$ cat config.mk
export PLATFORM = sky130hd
export DESIGN_NAME = gcbp_line_reader
export DESIGN_NICKNAME = d
export VERILOG_FILES = /design/src/rtl/gcbp_line_reader_pkg.sv /design/src/rtl/gcbp_rd_fifo2.sv /design/src/rtl/gcbp_line_reader.sv
export SDC_FILE = /design/constraint.sdc
export NUM_CORES = 1
export LEC_CHECK = 0
export BUFFER_PORTS_ARGS = -buffer_cell sky130_fd_sc_hd__buf_2
export CAP_MARGIN = 25
export CORE_ASPECT_RATIO = 0.7
export CORE_UTILIZATION = 40
export DETAILED_ROUTE_END_ITERATION = 8
export GPL_TIMING_DRIVEN = 0
export PLACE_DENSITY_LB_ADDON = 0.25
export RECOVER_POWER = 100
export SYNTH_ARGS = -nofsm -noshare
export SYNTH_HDL_FRONTEND = slang
export SYNTH_SLANG_ARGS = --single-unit
export TNS_END_PERCENT = 1
$ cat constraint.sdc
create_clock -name i_clk -period 3.75 [get_ports i_clk]
set_input_delay 0.1875 -clock i_clk [delete_from_list [all_inputs] [get_ports i_clk]]
set_output_delay 0.1875 -clock i_clk [all_outputs]
set_load 0.005 [all_outputs]
$ cat src/rtl/gcbp_line_reader_pkg.sv
// gcbp_line_reader_pkg: constants shared with the line generator,
// FSM state type, tagged buffer entry and bit-reverse helper.
package gcbp_line_reader_pkg;

  localparam int C_SUBIMAGE_WIDTH     = 128;
  localparam int C_NUM_HORI_SUBIMAGES = 4;
  localparam int C_LINES_PER_SUBIMAGE = 128;
  localparam int C_BRAM_ADDR_BITS     = 9;
  localparam int C_SUB_BITS           = 2;
  localparam int C_LINE_BITS          = 7;

  localparam logic [C_BRAM_ADDR_BITS-1:0] C_LAST_ADDR =
    C_BRAM_ADDR_BITS'(C_NUM_HORI_SUBIMAGES * C_LINES_PER_SUBIMAGE - 1);

  typedef logic [C_SUBIMAGE_WIDTH-1:0] gcbp_word_t;

  typedef enum logic [1:0] {
    S_IDLE,
    S_READ,
    S_DRAIN
  } state_t;

  typedef struct packed {
    gcbp_word_t             data;
    logic [C_SUB_BITS-1:0]  sub;
    logic [C_LINE_BITS-1:0] line;
    logic                   last;
  } entry_t;

  function automatic gcbp_word_t bit_rev(input gcbp_word_t d);
    gcbp_word_t r;
    r = '0;
    for (int i = 0; i < C_SUBIMAGE_WIDTH; i++)
      r[i] = d[C_SUBIMAGE_WIDTH-1-i];
    return r;
  endfunction

endpackage

$ cat src/rtl/gcbp_rd_fifo2.sv
// gcbp_rd_fifo2: two-entry tagged line buffer.
// Ports: i_wr/i_wr_entry push, i_rd pop, o_rd_entry head, o_occ count.
module gcbp_rd_fifo2
  import gcbp_line_reader_pkg::*;
(
  input  logic       i_clk,
  input  logic       i_resetn,
  input  logic       i_wr,
  input  entry_t     i_wr_entry,
  input  logic       i_rd,
  output entry_t     o_rd_entry,
  output logic [1:0] o_occ
);

  entry_t     mem_q [2];
  logic       wr_ptr_q;
  logic       rd_ptr_q;
  logic [1:0] occ_q;

  always_ff @(posedge i_clk or negedge i_resetn) begin
    if (!i_resetn) begin
      mem_q[0] <= '0;
      mem_q[1] <= '0;
      wr_ptr_q <= 1'b0;
      rd_ptr_q <= 1'b0;
      occ_q    <= 2'd0;
    end else begin
      if (i_wr) begin
        mem_q[wr_ptr_q] <= i_wr_entry;
        wr_ptr_q        <= ~wr_ptr_q;
      end
      if (i_rd)
        rd_ptr_q <= ~rd_ptr_q;
      occ_q <= occ_q + {1'b0, i_wr} - {1'b0, i_rd};
    end
  end

  assign o_rd_entry = mem_q[rd_ptr_q];
  assign o_occ      = occ_q;

endmodule

$ cat src/rtl/gcbp_line_reader.sv
// gcbp_line_reader: streams stored GCBP sub-image lines from BRAM
// to the matcher over valid/ready, tagged with sub-image and line.
// Ports: i_start kicks a frame; o_bram_en/o_bram_addr/i_bram_data
// read side (1-cycle latency); o_gcbp_line* stream with
// o_hori_subimage_cnt, o_line_cnt, o_last tags; o_busy, o_done.
// Build option: GCBP_BIT_REVERSE_EN bit-reverses o_gcbp_line.
module gcbp_line_reader
  import gcbp_line_reader_pkg::*;
(
  input  logic                        i_clk,
  input  logic                        i_resetn,
  input  logic                        i_start,
  output logic                        o_bram_en,
  output logic [C_BRAM_ADDR_BITS-1:0] o_bram_addr,
  input  logic [C_SUBIMAGE_WIDTH-1:0] i_bram_data,
  output logic [C_SUBIMAGE_WIDTH-1:0] o_gcbp_line,
  output logic                        o_gcbp_line_valid,
  input  logic                        i_gcbp_line_ready,
  output logic [C_SUB_BITS-1:0]       o_hori_subimage_cnt,
  output logic [C_LINE_BITS-1:0]      o_line_cnt,
  output logic                        o_last,
  output logic                        o_busy,
  output logic                        o_done
);

  state_t                      state_q;
  logic [C_BRAM_ADDR_BITS-1:0] rd_cnt_q;
  logic                        ret_q;
  logic [C_BRAM_ADDR_BITS-1:0] ret_addr_q;
  logic                        done_q;

  logic [1:0] occ;
  logic [1:0] load;
  logic       valid;
  logic       pop;
  logic       issue;
  entry_t     head;
  entry_t     wr_entry;

  assign valid = occ != 2'd0;
  assign pop   = valid && i_gcbp_line_ready;

  // Lines that will be held or returning after this edge. A new
  // read is allowed only if its data finds a free slot even when
  // the consumer stalls from now on.
  assign load  = occ - {1'b0, pop} + {1'b0, ret_q};
  assign issue = (state_q == S_READ) && (load < 2'd2);

  always_comb begin
    wr_entry      = '0;
    wr_entry.data = i_bram_data;
    wr_entry.sub  = ret_addr_q[C_BRAM_ADDR_BITS-1 -: C_SUB_BITS];
    wr_entry.line = ret_addr_q[C_LINE_BITS-1:0];
    wr_entry.last = ret_addr_q == C_LAST_ADDR;
  end

  gcbp_rd_fifo2 u_fifo (
    .i_clk      (i_clk),
    .i_resetn   (i_resetn),
    .i_wr       (ret_q),
    .i_wr_entry (wr_entry),
    .i_rd       (pop),
    .o_rd_entry (head),
    .o_occ      (occ)
  );

  always_ff @(posedge i_clk or negedge i_resetn) begin
    if (!i_resetn) begin
      state_q    <= S_IDLE;
      rd_cnt_q   <= '0;
      ret_q      <= 1'b0;
      ret_addr_q <= '0;
      done_q     <= 1'b0;
    end else begin
      done_q <= 1'b0;
      ret_q  <= issue;
      if (issue)
        ret_addr_q <= rd_cnt_q;
      unique case (state_q)
        S_IDLE: begin
          if (i_start) begin
            state_q  <= S_READ;
            rd_cnt_q <= '0;
          end
        end
        S_READ: begin
          if (issue) begin
            if (rd_cnt_q == C_LAST_ADDR)
              state_q <= S_DRAIN;
            else
              rd_cnt_q <= rd_cnt_q + 1'b1;
          end
        end
        S_DRAIN: begin
          if (load == 2'd0) begin
            state_q <= S_IDLE;
            done_q  <= 1'b1;
          end
        end
        default: state_q <= S_IDLE;
      endcase
    end
  end

  assign o_bram_en   = issue;
  assign o_bram_addr = rd_cnt_q;

`ifdef GCBP_BIT_REVERSE_EN
  assign o_gcbp_line = bit_rev(head.data);
`else
  assign o_gcbp_line = head.data;
`endif

  assign o_gcbp_line_valid   = valid;
  assign o_hori_subimage_cnt = head.sub;
  assign o_line_cnt          = head.line;
  assign o_last              = head.last;
  assign o_busy              = state_q != S_IDLE;
  assign o_done              = done_q;

endmodule
==> results.md <==
- Part of the Yosys area used for sequential elements: 0.579
- GRT met3 Usage: 0.0418
- Most frequent cell after synthesis: mux2_2
- CP Class: register to primary output
- Slew HR: -0.245
- Startpoint of the worst hold path: i_bram_data[124]
- Non-Filler Instances: 1744
- Global-route wire length before repair: 49800 um
- TritonRoute pass-1 iters: 4
- Worst-skew pair later-pin latency: 550 ps
- Crit path required time: 3560 ps
- Total Neg Setup Slack: 0 ps
- Layout cell share with drive strength beyond 1: 0.500
- Critical path endpoint category: primary output
- Final net count: 1435
- Post-synth cell types: 39
- Fin util: 0.547
- GP Congestion: 0.772
- Fmax: between 300 and 400 MHz
- Cells after Synth: around 850
- Ys flop type: dfrtp_1
- Clock Skew: 5.96 ps
- ANT nets after route: 0
- Placement Setup Slack: 1120 ps
- CTS Hold Buffers Added: 131
- Vias after detailed routing: 8505
- Area after DPL: around 0.015 sq mm
- CORE AREA: 0.0316 sq mm
- Clock net sink count: 302
- Setup ws final: 554 ps
- Post-DR wirelength/cell: ~18 um
- H-tree depth: 1
- Max-slew violations: 69
- Crit path DAT: 3010 ps
- Syn avg cell area: 15.3 sq um
- Top cells by count, synth: mux2_2, dfrtp_1, buf_2
- Max-Cap Viols: 1
- Yosys warning count: 0
- Setup violations, final: 0
- Fin Hold WS: 402 ps
- Startpoint type of the worst setup path: register
- Crit path max fanout: 10
- Post-CTS Setup Bufs: 0
- Most used routing layer in global routing: met2
- Met1 Track Usage GR: 0.262
- Max clock buf depth: 3
- Register bit total from synthesis: 302
- Worst r2r src: u_fifo.o_occ[1]
- Number of flops mapped to enable cells by yosys: 0
- CTS tree: yes
- Antenna violations before repair: 1
- Pwr dens: 915 mW/mm^2
- Clock root buffer: clkbuf_16
- Top cells by area, synth: dfrtp_1, mux2_2, buf_2, mux2_4, clkbuf_1
- VDD IR max: between 400 and 500 uV
- Row count: 54
- Die height: 153 um
- DP HPWL: ~21000 um
- Area leader, netlist: dfrtp_1
- Syn Std Cell Area: 0.0131 sq mm
- Outcome: finished with violations
- Failing checks: capacitance limit, slew limit
- CTS clock-pin slew for the worst setup and hold paths: 60 ps
- RSZ-0062 raised after global routing: no
- Initial Utilization: 0.413
- # IOs: 283
- Die ar.: between 0.03 and 0.04 sq mm
- Ys async rst share: 1.00
- Worst slew pin tran: roughly 1900 ps
- GRT Util Overall: 0.186
- Fin crit period: 3200 ps
- Placed insts: between 1500 and 2000
- Total grt overflow: 0
- Lkg Pwr: 7.53 nW
- Total CTS buffers: 31
- Largest net degree at the start of global routing: 118
- Drt drc: 0
- Met2 Use GR: 0.293
- Die X: 218 um
- Synth top area share: 0.579
- Hold Vio Cnt, Final: 0
- Final WL: 30900 um
- Number of port buffers: 282
- Tcrit/Tclk final: 0.852
- Worst min path class: primary input to register
- PostCTS Resize Cnt: 0
- Area grow syn2layout: 32.4%
- Crit path from: u_fifo.o_occ[1]
- Pwr Total: 15.8 mW
- DR vias/cell: 4.88
- Post-synth net total: 987
- Vias in the first global route: 9114
- Design area: between 0.015 and 0.02 sq mm
- DRT iter0 DRCs: around 380
==> path summary, 6_finish.rpt <==
check                                    end  slack [ps]  cells after the start
min                        u_fifo.mem_q[134]         400                      3
min reg2reg                  u_fifo.wr_ptr_q         490                      1
max in group asynchronous     o_bram_addr[6]        1680                      3
max                                o_bram_en         550                     10
min in group asynchronous   u_fifo.mem_q[23]         690                      2
max reg2reg                   o_bram_addr[7]         660                      9
==> final cells by class <==
type	count	area [sq um]
fill	2658	14300
sequential	302	7560
multi-input combinational	495	5220
timing repair buffer	415	2660
clock buffer	42	897
tap	420	526
clock inverter	15	208
buffer	47	184
inverter	7	26.3
antenna	1	2.50
==> worst max-delay path, cell delays in order, from the launching register on <==
cell and delay [ps]:
dfrtp_1 370, or2_2 300, and2_0 200, ha_1 280, inv_1 50, ha_1 140
xor3_1 350, or2_0 350, buf_6 180, inv_1 100, buf_2 120
==> logic make-up after synthesis <==
kind of cell    after synthesis  share of synthesized area
compound gates               19                    0.00978
flops                       302                      0.579
mux                         424                      0.367
fa+ha+maj                     4                    0.00383
xor+xnor                      3                    0.00326
simple gates                 45                     0.0187
buf+inv                      54                     0.0185
==> state kept, by name, indices dropped and copies added (netlist names) <==
name and count:
o_bram_addr 9, o_done 1, ret_addr_q 9, ret_q 1
state_q 2, u_fifo.mem_q 276, u_fifo.o_occ 2, u_fifo.rd_ptr_q 1
u_fifo.wr_ptr_q 1
==> power breakdown <==
group	switching, mW	internal [mW]	leakage, nW
registers	0.780	4.88	3.58
clock network	1.28	2.01	0.554
logic	3.02	3.84	3.40
==> layout by cell type, fill, tap and decap left out, drive strengths merged, types with 2 or more instances in the layout <==
cell type    instances
dlygate4sd3        131
clkinv               9
a21oi                3
inv                  8
dfrtp              302
nor3                 5
xor2                 2
nand4                2
nor2                 8
mux2               423
ha                   4
nand3                4
bufinv               5
o311ai               2
clkbuf             181
nand2               13
nand2b               3
or2                  3
and3                 3
o21ai                6
buf                192
==> metal layers <==
| metal | vias up | share of wire |
|---|---|---|
| li1 | 3973 | - |
| met1 | 4289 | 0.47 |
| met2 | 193 | 0.45 |
| met3 | 50 | 0.053 |
| met4 | 0 | 0.020 |
| met5 | - | 0 |
No activity file was read; power rests on OpenSTA's default activity.
